## src/rtl/pool_row_buffer_pkg.sv

```systemverilog
// Shared definitions for the pooled-row datapath.
// Provides the element width, row/map geometry, counter widths and the
// packed pooled-row vector type common to the pool stage and the row buffer.
// No ports (package).
`ifndef DATA_WIDTH
`define DATA_WIDTH 8
`endif

package pool_row_buffer_pkg;
  localparam int DATA_WIDTH   = `DATA_WIDTH;
  localparam int ROW_LEN      = 13;
  localparam int ROWS_PER_MAP = 13;
  localparam int COL_W        = $clog2(ROW_LEN);
  localparam int MAP_W        = $clog2(ROWS_PER_MAP);

  // Element 0 (leftmost column) sits in the lowest slice.
  typedef logic [ROW_LEN-1:0][DATA_WIDTH-1:0] pooled_row_t;
endpackage

```

## src/rtl/pool_row_buffer_row_fifo_mem.sv

```systemverilog
// row_fifo_mem: DEPTH slots, each holding one whole pooled row.
// Ports:
//   clk      in   clock, rising edge
//   wr_en    in   write the whole row into slot wr_addr
//   wr_addr  in   slot to write
//   wr_row   in   pooled row to store
//   rd_addr  in   slot to read
//   rd_col   in   column within the slot to read
//   rd_data  out  selected element (combinational)
module row_fifo_mem
  import pool_row_buffer_pkg::*;
#(
  parameter  int DEPTH = 4,
  localparam int AW    = $clog2(DEPTH)
) (
  input  logic                  clk,
  input  logic                  wr_en,
  input  logic [AW-1:0]         wr_addr,
  input  pooled_row_t           wr_row,
  input  logic [AW-1:0]         rd_addr,
  input  logic [COL_W-1:0]      rd_col,
  output logic [DATA_WIDTH-1:0] rd_data
);

  pooled_row_t mem [DEPTH];

  // Row storage: written whole, never cleared.
  always_ff @(posedge clk) begin
    if (wr_en) begin
      mem[wr_addr] <= wr_row;
    end else begin
      mem[wr_addr] <= mem[wr_addr];
    end
  end

  // Element select; column codes past the row end read as zero.
  always_comb begin
    rd_data = {DATA_WIDTH{1'b0}};
    if (rd_col < COL_W'(ROW_LEN)) begin
      rd_data = mem[rd_addr][rd_col];
    end else begin
      rd_data = {DATA_WIDTH{1'b0}};
    end
  end

endmodule

```

## src/rtl/pool_row_buffer.sv

```systemverilog
// pool_row_buffer: captures completed pooled rows on the rising edge of
// row_done, queues them in a DEPTH-row FIFO and streams them out one element
// per beat with row-end / map-end tags.
// Ports:
//   clk, rst            clock and synchronous active-high reset
//   row_in, row_done    pooled row and level done flag from the pool stage
//   row_ready           a slot is free
//   m_data/m_valid/m_ready  output stream
//   m_last_col          beat is the last column of a row
//   m_last_map          beat is the last column of the last row of a map
//   map_done            one-cycle pulse after the m_last_map beat transfers
//   overflow            sticky: a row was dropped because the FIFO was full
//   occupancy           rows currently held
module pool_row_buffer
  import pool_row_buffer_pkg::*;
#(
  parameter  int DEPTH = 4,
  localparam int AW    = $clog2(DEPTH),
  localparam int OW    = AW + 1
) (
  input  logic                  clk,
  input  logic                  rst,
  input  pooled_row_t           row_in,
  input  logic                  row_done,
  output logic                  row_ready,
  output logic [DATA_WIDTH-1:0] m_data,
  output logic                  m_valid,
  input  logic                  m_ready,
  output logic                  m_last_col,
  output logic                  m_last_map,
  output logic                  map_done,
  output logic                  overflow,
  output logic [OW-1:0]         occupancy
);

  localparam logic [COL_W-1:0] COL_LAST = COL_W'(ROW_LEN - 1);
  localparam logic [MAP_W-1:0] MAP_LAST = MAP_W'(ROWS_PER_MAP - 1);
  localparam logic [OW-1:0]    OCC_FULL = OW'(DEPTH);

  logic [AW-1:0]         wr_ptr_r;
  logic [AW-1:0]         rd_ptr_r;
  logic [OW-1:0]         occ_r;
  logic [COL_W-1:0]      col_r;
  logic [MAP_W-1:0]      map_row_r;
  logic                  done_q_r;
  logic                  overflow_r;
  logic                  map_done_r;

  logic                  valid_s;
  logic                  push_s;
  logic                  xfer_s;
  logic                  last_col_s;
  logic                  last_row_s;
  logic                  pop_s;
  logic                  full_s;
  logic                  accept_s;
  logic                  drop_s;
  logic [DATA_WIDTH-1:0] rd_data_s;

  row_fifo_mem #(.DEPTH(DEPTH)) u_mem (
    .clk     (clk),
    .wr_en   (accept_s),
    .wr_addr (wr_ptr_r),
    .wr_row  (row_in),
    .rd_addr (rd_ptr_r),
    .rd_col  (col_r),
    .rd_data (rd_data_s)
  );

  // Handshake decode. A push that meets the head row's final beat is taken
  // even when full, because that beat frees a slot in the same edge.
  always_comb begin
    valid_s    = (occ_r != {OW{1'b0}});
    push_s     = row_done & ~done_q_r;
    xfer_s     = valid_s & m_ready;
    last_col_s = (col_r == COL_LAST);
    last_row_s = (map_row_r == MAP_LAST);
    pop_s      = xfer_s & last_col_s;
    full_s     = (occ_r == OCC_FULL);
    accept_s   = push_s & (~full_s | pop_s);
    drop_s     = push_s & full_s & ~pop_s;
  end

  // Output drive; tags and data are forced low when nothing is held.
  always_comb begin
    m_valid    = valid_s;
    m_data     = valid_s ? rd_data_s : {DATA_WIDTH{1'b0}};
    m_last_col = valid_s & last_col_s;
    m_last_map = valid_s & last_col_s & last_row_s;
    row_ready  = ~full_s;
    map_done   = map_done_r;
    overflow   = overflow_r;
    occupancy  = occ_r;
  end

  // Pointers, counters, occupancy and status flags.
  always_ff @(posedge clk) begin
    if (rst) begin
      wr_ptr_r   <= {AW{1'b0}};
      rd_ptr_r   <= {AW{1'b0}};
      occ_r      <= {OW{1'b0}};
      col_r      <= {COL_W{1'b0}};
      map_row_r  <= {MAP_W{1'b0}};
      done_q_r   <= 1'b0;
      overflow_r <= 1'b0;
      map_done_r <= 1'b0;
    end else begin
      done_q_r   <= row_done;
      map_done_r <= pop_s & last_row_s;
      if (drop_s) begin
        overflow_r <= 1'b1;
      end
      if (accept_s) begin
        wr_ptr_r <= wr_ptr_r + AW'(1);
      end
      if (xfer_s) begin
        if (last_col_s) begin
          col_r     <= {COL_W{1'b0}};
          rd_ptr_r  <= rd_ptr_r + AW'(1);
          map_row_r <= last_row_s ? {MAP_W{1'b0}} : map_row_r + MAP_W'(1);
        end else begin
          col_r <= col_r + COL_W'(1);
        end
      end
      case ({accept_s, pop_s})
        2'b10:   occ_r <= occ_r + OW'(1);
        2'b01:   occ_r <= occ_r - OW'(1);
        default: occ_r <= occ_r;
      endcase
    end
  end

endmodule

```

## config.mk

```make
export PLATFORM = sky130hd
export DESIGN_NAME = pool_row_buffer
export DESIGN_NICKNAME = d
export VERILOG_FILES = /design/src/rtl/pool_row_buffer_pkg.sv /design/src/rtl/pool_row_buffer_row_fifo_mem.sv /design/src/rtl/pool_row_buffer.sv
export SDC_FILE = /design/constraint.sdc
export NUM_CORES = 1
export LEC_CHECK = 0
export ABC_AREA = 0
export CORE_MARGIN = 2
export CORE_UTILIZATION = 25
export DETAILED_ROUTE_END_ITERATION = 7
export HOLD_SLACK_MARGIN = 0.08
export REMOVE_ABC_BUFFERS = 1
export SYNTH_ARGS = -nofsm -noshare
export SYNTH_HDL_FRONTEND = slang
export SYNTH_SLANG_ARGS = --single-unit
```

## constraint.sdc

```tcl
create_clock -name clk -period 6.7 [get_ports clk]
set_clock_uncertainty 0.1 [all_clocks]
set_input_delay 1.675 -clock clk [delete_from_list [all_inputs] [get_ports clk]]
set_output_delay 1.675 -clock clk [all_outputs]
set_load 0.01 [all_outputs]
```

==> out/metrics.cfg, run 1 <==
[power_and_ir_drop]
pwr-share-seq=0.542
pwr-share-clk=0.398
power.density_mw_per_mm2=279.8
p_leak_nw=6.235
total_power_mw=5.755
power_frac_comb=0.060
p_int_mw=4.551
swShare=0.2093
irDropWorstVdd_v=0.0001852
switchingPower_mw=1.205

[routing]
first_pass_iters=4
routedWlPerCell_um=20.99
drc=0
drt_iter0_drc=484
ant_nets=0
num_vias=8338
vias_per_cell=4.412
wl_um=39670

[yosys]
avgSynthCellArea_um2=20.23
ys_ff_latch=436
synthCells=840
async_flop_share=0
yosysWarningCount=0
synth-edff-count=416
ys_seq_area_frac=0.7588
synth.distinct_cells=47
synthesis.area_mm2=0.01699
synth_flop_cell=edfxtp_1

[clocking]
cts_buffers=45
cts.htree.levels=2
cts_buffer_depth=3
clk_pin_slew_worst_paths_ns=0.06
hold_buffers=0
cts.sinks=436
cts_resized=0
clock-root-buffer=clkbuf_16
post_cts_buffers=0
clock_latency_ns=0.56
cts_tree=done

[worst_hold_path]
min_from=overflow
min_path_cells=2
worstHoldPathType=reg2reg
min_to=overflow

[timing]
final.setup.tns_ns=0
period_share=0.8503
rsz0062_at_grt=no
tightest_slew_ns=0.8944
maxSlewHeadroom=0.4015
max_freq_mhz=175.5
final_max_slew_viol_count=0
layout_min_cycle_time_ns=5.697
setup_violations=0
finalHoldViolCount=0

[final_layout]
layout.nets=1103
utilization=0.3057
area_growth_pct=21.06
layout-drive-gt1-share=0.1850

[grt]
grt_pass1_vias=8696
grt_antenna_before_repair=17
grt_pass1_wl_um=58130
grt_max_degree=105
overflow=0
grt.total_usage=0.1125

[worst_setup_path]
r2r_slack_ns=2.90
crit_path_max_fanout=54
crit_path_start_kind=register
cp_data_required_time_ns=4.93
worstPathArrival_ns=3.92
r2r_cells=8
cp-end-kind=output port
rr_startpoint=col_r[1]
r2r_end=u_mem.mem[2][40]
crit_type=reg2out

[placed_design]
place_congestion=0.7099
io_buffers=124
hpwl_um=24780

[die]
fp-row-count=95
die_w_um=264.7
die_h_um=264.7
core-area_mm2=0.06728
start_util=0.2526
design.die.area_mm2=0.07007
num_io_pins=125

[flow_run]
max-cap-violations=0

[outcome]
outcome=complete, no violations

==> registers in the layout, summed over array words and instances, names as in the netlist, named ones only <==
register   cells
overflow       1
map_row_r      4
done_q_r       1
occupancy      3
rd_ptr_r       2
wr_ptr_r       2
map_done       1
u_mem.mem    416
col_r          4
==> layout make-up <==
type,count,area [µm²]
Inverter,9,33.78
Multi-Input combinational cell,350,3756
Fill cell,6530,46710
Tap cell,873,1092
Antenna cell,1,2.502
Clock buffer,55,1164
Sequential cell,436,12900
Clock inverter,22,155.1
Timing Repair Buffer,144,1466
==> cells in the final DEF (no fill, tap or decap), types with 12 or more instances in the layout <==
cell type,instances
mux4_2,86
dfxtp_1,18
mux2_2,14
nand2_1,39
clkdlybuf4s50_1,124
buf_4,14
a22oi_1,20
nand3_1,12
mux2i_1,30
a21oi_1,14
nor2_1,24
edfxtp_1,416
clkbuf_16,45
==> routing by layer <==
metal | global-route usage | up-vias | share of wire
met3 | 0.04124 | 85 | 0.071
met5 | 0 | - | 0.0059
met1 | 0.1417 | 4314 | 0.42
met2 | 0.1812 | 179 | 0.48
li1 | - | 3726 | -
met4 | 0.03329 | 34 | 0.020
==> cells in the mapped netlist, types with 2 or more instances <==
| master | n | area share |
|---|---|---|
| a31oi_1 | 4 | 0.0015 |
| a22oi_1 | 20 | 0.0088 |
| ha_1 | 8 | 0.0059 |
| clkbuf_1 | 9 | 0.0020 |
| nand2_1 | 39 | 0.0086 |
| a21oi_1 | 14 | 0.0041 |
| buf_12 | 2 | 0.0024 |
| a211oi_1 | 10 | 0.0044 |
| o22ai_1 | 3 | 0.0011 |
| and3_1 | 10 | 0.0037 |
| mux2i_1 | 30 | 0.018 |
| a311oi_1 | 4 | 0.0021 |
| mux2_2 | 14 | 0.0093 |
| nor4_1 | 6 | 0.0022 |
| o21ai_0 | 2 | 0.00059 |
| buf_4 | 13 | 0.0057 |
| o211ai_1 | 10 | 0.0044 |
| buf_8 | 2 | 0.0018 |
| and2_1 | 5 | 0.0018 |
| xnor2_1 | 6 | 0.0031 |
| nor2b_1 | 9 | 0.0033 |
| nor2_1 | 25 | 0.0055 |
| buf_2 | 15 | 0.0044 |
| edfxtp_1 | 416 | 0.74 |
| nor3_1 | 6 | 0.0018 |
| a21o_1 | 3 | 0.0013 |
| nand4_1 | 3 | 0.0011 |
| dfxtp_1 | 20 | 0.024 |
| mux4_2 | 86 | 0.11 |
| inv_1 | 8 | 0.0018 |
| nand3_1 | 12 | 0.0035 |
| xor2_1 | 5 | 0.0026 |
| buf_6 | 4 | 0.0027 |
| nand2b_1 | 4 | 0.0015 |
==> critical path, cell delays in order (launching register included) <==
cell and delay, ns:
dfxtp_4 0.91, buf_4 0.51, buf_4 0.29, mux4_2 0.21, nand2_1 0.06, a21oi_1 0.16, a311oi_1 0.09, nor4_1 0.47
clkdlybuf4s50_1 0.63
==> through the flow <==
step	hold slack, ns	setup WS (ns)	instance area [µm²]	std cells
floorplan	0.3716	-0.1463	16670	795
global placement	0.3607	1.473	19250	1812
detailed placement	0.3717	1.453	19250	1812
CTS	0.3881	0.8300	20570	1889
global route	0.4204	0.7571	20570	1889
finish	0.3894	1.003	20570	1890
==> kinds of logic after synthesis <==
group           Yosys count  synth area share
buf+inv                  54           0.02091
fa+ha+maj                 9          0.007070
mux                     130            0.1409
compound gates           76           0.03115
flops                   436            0.7588
simple gates            124           0.03549
xor+xnor                 11          0.005670
==> worst max path at each step <==
stage	cells past startpoint	end	from
finish	8	m_data[5]	register
global placement	8	m_data[5]	register
global route	8	m_data[5]	register
CTS	8	m_data[5]	register
floorplan	4	m_data[6]	register
detailed placement	8	m_data[5]	register
==> power groups by stage <==
stage | Combinational [mW] | Sequential, mW | Clock, mW
floorplan | 0.147 | 3.18 | 0
global placement | 0.349 | 3.17 | 0
detailed placement | 0.354 | 3.17 | 0
CTS | 0.356 | 3.12 | 2.36
global route | 0.376 | 3.12 | 2.45
finish | 0.346 | 3.12 | 2.29
(Power assumes the default switching activity.)
==> inputs of run 2 (changes only) <==
--- a/config.mk
+++ b/config.mk
@@ -10,6 +10,7 @@
 export CORE_UTILIZATION = 25
 export DETAILED_ROUTE_END_ITERATION = 7
 export HOLD_SLACK_MARGIN = 0.08
+export PLACE_DENSITY = 0.51
 export REMOVE_ABC_BUFFERS = 1
 export SYNTH_ARGS = -nofsm -noshare
 export SYNTH_HDL_FRONTEND = slang
==> out/metrics.cfg, run 2 (synthesis gave the netlist of run 1 again) <==
[timing]
tightest_slew_ns=1.054
final_max_slew_viol_count=0
max_freq_mhz=174.6
finalHoldViolCount=0
final.setup.tns_ns=0
whs_ns=0.3833
period_share=0.8550
setup_violations=0
rsz0062_at_grt=no
maxSlewHeadroom=0.2926
layout_min_cycle_time_ns=5.729
timing.final.ws_setup_ns=0.9713

[power_and_ir_drop]
p_leak_nw=6.348
power.density_mw_per_mm2=286.8
total_power_mw=5.964
irDropWorstVdd_v=0.0001675

[worst_hold_path]
worstHoldPathType=reg2reg
min_to=overflow
min_path_cells=2
min_from=overflow

[routing]
drc=0
first_pass_iters=5
routedWlPerCell_um=21.00
ant_nets=0
drt_iter0_drc=542
vias_per_cell=4.365
num_vias=8298
wl_um=39920

[die]
design.die.area_mm2=0.07007
die_w_um=264.7
die_h_um=264.7
fp-row-count=95
num_io_pins=125
start_util=0.2526
core-area_mm2=0.06728

[worst_setup_path]
r2r_end=u_mem.mem[3][88]
worstPathArrival_ns=3.95
cp-end-kind=output port
crit_type=reg2out
cp_data_required_time_ns=4.93
crit_path_max_fanout=39
r2r_cells=8
r2r_slack_ns=3.06
crit_path_start_kind=register
rr_startpoint=col_r[1]

[final_layout]
regArea_mm2=0.01290
area_growth_pct=22.39
diodes=0
largest-register=u_mem.mem
largestRegisters=u_mem.mem (416), col_r (4), map_row_r (4)
layout-drive-gt1-share=0.1955
largest_register_ffs=416
layout.nets=1110
final_common_cell=edfxtp_1
final.fill_count=6559
multi_input_area_mm2=0.003756
final_cell_mix=416 x edfxtp_1, 124 x clkdlybuf4s50_1, 86 x mux4_2, 48 x clkbuf_16, 39 x nand2_1

[clocking]
cts_tree=done
cts.htree.levels=2
clk_pin_slew_worst_paths_ns=0.06
cts_buffer_depth=3
cts_resized=0
cts_buffers=47
hold_buffers=0
post_cts_buffers=0
clock-root-buffer=clkbuf_16
cts.sinks=436
clock_latency_ns=0.57

[grt]
grt_pass1_wl_um=58970
grt_pass1_vias=8765
overflow=0
grt_max_degree=105
grt.total_usage=0.1140
grt_antenna_before_repair=5

[flow_run]
max-cap-violations=0

[placed_design]
hpwl_um=24990
pre_cts_ws_ns=1.465
place_congestion=0.7099
io_buffers=124

[outcome]
outcome=complete, no violations

run 2: changes by cell type in the layout (fill, tap and decap cells not counted), moves of 2 or more:
cell,delta
buf_4,+4
clkbuf_1,+3
clkbuf_16,+3
clkbuf_8,+2
clkinv_1,-3
run 2: worst max-delay path by stage:
stage,start,end,cells after the start
final,col_r[1],m_data[0],7
after global routing,col_r[1],m_data[0],7
after CTS,col_r[1],m_data[0],7
after detailed placement,col_r[1],m_data[0],7
after global placement,col_r[1],m_data[6],6
after floorplan,register,m_data[6],4
run 2: worst max-delay path, cell delays in order, from the launching register on:
cell and delay [ns]:
dfxtp_2 1.02, inv_1 0.13, nor2_1 0.55, buf_4 0.30
a22oi_1 0.10, and3_1 0.18, nor4_1 0.45, clkdlybuf4s50_1 0.64
run 2: layout make-up:
| class | instances | area share |
|---|---|---|
| Sequential cell | 436 | 0.6204 |
| Clock buffer | 63 | 0.06143 |
| Clock inverter | 21 | 0.01053 |
| Timing Repair Buffer | 149 | 0.07292 |
| Inverter | 9 | 0.001624 |
| Multi-Input combinational cell | 350 | 0.1806 |
| Tap cell | 873 | 0.05252 |
run 2: metal layers:
layer	routed length [µm]	part of all wire	global-route usage	vias up
met3	1879	0.047	0.02527	53
met5	52	0.0013	0	-
li1	-	-	-	3748
met1	18530	0.46	0.1570	4314
met2	18830	0.47	0.1826	175
met4	634	0.016	0.02978	8
run 2: where the power goes:
| part | internal (mW) | switching (mW) |
|---|---|---|
| clock network | 1.46 | 1.04 |
| logic | 0.155 | 0.191 |
| registers | 3.09 | 0.0271 |
| total | 4.71 | 1.25 |
run 2: stage by stage:
stage | instance area (µm²) | instances | util
global placement | 19300 | 1817 | 0.2869
floorplan | 16670 | 795 | -
finish | 20800 | 1901 | 0.3091
global route | 20800 | 1901 | 0.3091
CTS | 20800 | 1901 | 0.3091
detailed placement | 19300 | 1817 | 0.2869
==> RTL edit 1, RTL diff (config.mk and constraints of run 1) <==
Reset style: asynchronous (`rst`), changed in one clocked block. Comments in the files are not updated.
--- a/src/rtl/pool_row_buffer.sv
+++ b/src/rtl/pool_row_buffer.sv
@@ -94,7 +94,7 @@
   end
 
   // Pointers, counters, occupancy and status flags.
-  always_ff @(posedge clk) begin
+  always_ff @(posedge clk or posedge rst) begin
     if (rst) begin
       wr_ptr_r   <= {AW{1'b0}};
       rd_ptr_r   <= {AW{1'b0}};
Function: differs if rst is asserted again (counterexample within 4 cycles, from zero or initial values and one cycle with rst high); with rst held inactive, the same outputs for 4 cycles.
==> RTL edit 1 against run 1 <==
Worst setup slack gained 0.093 ns; worst hold slack lost 0.011 ns; area after synthesis is essentially flat; non-clock buffer count shrank 4; fmax grew 1.7%; sequential cell count shrank 2; final area is essentially flat; wire length shrank 2.8%; largest cell class unchanged.
Power is not compared: it rests on default switching activity, and its combinational part moved more than twofold at a synthesized area within 25%.
==> RTL edit 1: results (changes against run 1) <==
metric	value	unit	change
synth warn	0		unchanged
Post-Synthesis Mean Instance Area	21.6	um^2	+7.0%
antenna viol nets, final	0		unchanged
DRT iter0 DRCs	683		+41%
sequential element share of the synthesized area	0.762		+0.00289
Top Registers	u_mem.mem x416, col_r x4, map_row_r x4		
Clock H-tree levels	2		unchanged
DR pass1 iterations	5		+1
Layout Cells excl Fill	1842		-2.5%
hpwl dp	24700	um	-0.36%
post-CTS sizing	0		unchanged
HP Class	reg -> reg		
Layout Nets	1052		-4.6%
Filler Cell Count	6530		unchanged
reg2reg start	col_r[1]		
EDFF count, synth	416		unchanged
leakage	6.49	nW	
Max IR drop VDD	233	uV	
CTS max path bufs	3		unchanged
clock root buffer	clkbuf_16		
largest net degree at the start of global routing	64		-39%
WL final	38600	um	-2.8%
first-pass GRT wire length	56900	um	-2.1%
CTS clk-pin slew, worst paths	0.06	ns	about the same
via count	8131		-2.5%
port bufs	124		unchanged
post-CTS setup buffers	0		unchanged
status	completed		
Setup crit start	rd_ptr_r[1]		
Worst-Skew Late Latency	0.55	ns	
number of global-route vias before repair	8556		-1.6%
relative slew slack	0.280		-0.122
layout cells sized above 1	0.200		+0.0145
Fin. Hold Viols	0		unchanged
Commonest cells post-synth	416 x edfxtp_1, 92 x mux4_2, 42 x nand2_1		
Synth cell types	51		+8.5%
Total GRT Usage	0.110		-0.00241
Hold Startpoint	overflow		
number of buffers created by CTS	45		unchanged
top post-synthesis cells by area	edfxtp_1 74%, mux4_2 12%, dfrtp_1 2.7%		
crit-path max FO	50		-7.4%
CP arrival	3.83	ns	-0.09 ns
final estimated routing congestion in global placement	0.711		about the same
Async S/R FF share, synth	0.0415		+0.0415
initial antenna violation count	4		-13
==> RTL edit 1: final timing paths <==
path                                    end  slack (ns)  cells past startpoint
setup / recovery                  m_data[6]        1.10                      7
hold / removal                     overflow        0.38                      2
setup reg to reg           u_mem.mem[2][48]        2.41                      8
hold reg to reg                    overflow        0.38                      2
max in group asynchronous       rd_ptr_r[1]        4.38                      2
min in group asynchronous          map_done        1.51                      2
==> RTL edit 1: per-layer routing <==
metal,GRT usage,share of wire,vias up
li1,-,-,3576
met1,0.149,0.45,4301
met2,0.181,0.49,199
met3,0.0244,0.052,51
met4,0.0249,0.016,4
met5,0,0.00052,-
==> RTL edit 1: report_power, final <==
group          internal (mW)  switching, mW  total [mW]  leakage (nW)
clock                   1.31          0.995        2.30         0.662
combinational           1.11           1.18        2.30          1.84
sequential              3.31          0.227        3.54          3.99
==> RTL edit 1: cells by family (layout without fill, tap and decap cells) <==
kind of cell	Yosys count	count (layout)	synth area share
buffers and inverters	49	231	0.0203
multiplexers	131	131	0.156
XOR/XNOR	9	9	0.00464
adder cells (fa/ha/maj)	9	9	0.00707
AND/OR/NAND/NOR	103	103	0.0297
other	0	2	0
flip-flops	434	434	0.762
AO/OA/AOI/OAI	50	50	0.0201
==> RTL edit 1: final cells by class <==
| cell class | count | area [um^2] | area share |
|---|---|---|---|
| clock inverters | 26 | 189 | 0.00918 |
| well taps | 873 | 1090 | 0.0531 |
| multi-input cells | 302 | 3710 | 0.181 |
| flip-flops and latches | 434 | 13000 | 0.629 |
| inverters | 12 | 45.0 | 0.00219 |
| diodes | 2 | 5.00 | 0.000243 |
| repair buffers | 140 | 1420 | 0.0692 |
| clock buffers | 53 | 1160 | 0.0562 |
==> RTL edit 1: worst max-delay path, cell delays in order (launching register included) <==
cell             delay, ns
dfrtp_4               0.89
buf_12                0.38
mux4_2                0.26
nand2_1               0.05
o211ai_1              0.15
a21oi_1               0.11
nor4_1                0.67
clkdlybuf4s50_1       0.67
==> RTL edit 1: through the flow <==
step | setup WS [ns] | area, um^2 | TNS [ns]
after floorplan | -0.477 | 16700 | -2.87
after global placement | 1.59 | 19200 | 0
after detailed placement | 1.58 | 19200 | 0
after CTS | 0.972 | 20600 | 0
after global routing | 0.867 | 20600 | 0
final | 1.10 | 20600 | 0
==> RTL edit 2, RTL diff (flow settings as in run 1) <==
Without the edit above. The macro `DATA_WIDTH` goes from 8 to 6.
--- a/src/rtl/pool_row_buffer_pkg.sv
+++ b/src/rtl/pool_row_buffer_pkg.sv
@@ -3,7 +3,7 @@
 // packed pooled-row vector type common to the pool stage and the row buffer.
 // No ports (package).
 `ifndef DATA_WIDTH
-`define DATA_WIDTH 8
+`define DATA_WIDTH 6
 `endif
 
 package pool_row_buffer_pkg;
Interface: changed (resized m_data and row_in); port bits go from 125 to 97. No check against the original RTL was run, so the function may have changed too.
==> RTL edit 2 against run 1 <==
Clock power is 21% lower; wire length is 25% lower; first-iteration DRC count up 8.9%; worst setup slack better by 0.17 ns; area after synthesis fell by 23%; total power is 22% lower; sequential cell count fell by 104; final area down 23%; critical endpoint is now m_data[2].
==> RTL edit 2: results (changes against run 1) <==
metric	value	unit	change
status	completed		
largest net degree at the start of global routing	56		-47%
ant diodes	0		-1
WL final	29900	um	-25%
Layout Nets	866		-21%
Internal Power	3.52	mW	-23%
first-pass GRT wire length	44500	um	-23%
GR Util met3	0.0208		-0.0205
GR Util met1	0.151		+0.00902
slowest stage delay, CP	0.76	ns	-0.15 ns
sequential power share	0.532		-0.010
dpl cell area	0.0147	mm^2	-23%
#MultiIn Comb	283		-19%
clkbuf count	48		-13%
top sig layer	met4		
Metal-1 WL	13600	um	-19%
sequential share of cell area	0.618		-0.00881
r2r setup slk	2.74	ns	-0.16 ns
Mapped Cells	660		-21%
Layout Cells excl Fill	1480		-22%
number of global-route vias before repair	6818		-22%
layout cells sized above 1	0.173		-0.0125
pre-CTS WS	1.65	ns	+0.194 ns
fmax	181	MHz	+3.1%
metal2 WL	14600	um	-23%
clk pwr	1.81	mW	-21%
initial antenna violation count	0		-17
NonClk Buf Share	0.0679		-0.00340
r2r worst-path depth	7		-1
CP arrival	3.75	ns	-0.17 ns
RTL edit 2: cell count changes after synthesis, moves of 4 or more:
| cell | delta |
|---|---|
| buf_4 | -5 |
| a22oi_1 | -18 |
| a211oi_1 | -4 |
| buf_2 | -9 |
| mux2_2 | -14 |
| mux4_2 | -18 |
| edfxtp_1 | -104 |
| mux2_1 | +6 |
| nor4_1 | -6 |
| nor3b_1 | +4 |
| and3_1 | -7 |
RTL edit 2: logic make-up (layout without fill, tap and decap cells):
logic type	count (synthesis)	after routing	share of synthesized area
AND/OR/NAND/NOR	106	106	0.0395
XOR/XNOR	11	11	0.00740
flip-flops	332	332	0.750
AO/OA/AOI/OAI	52	52	0.0271
adder cells (fa/ha/maj)	9	9	0.00922
buffers and inverters	45	185	0.0199
multiplexers	105	105	0.147
RTL edit 2: how the worst max path moves through the flow:
stage | end
after global routing | m_data[3]
after floorplan | m_data[3]
after global placement | m_data[3]
after CTS | m_data[3]
after detailed placement | m_data[3]
final | m_data[2]
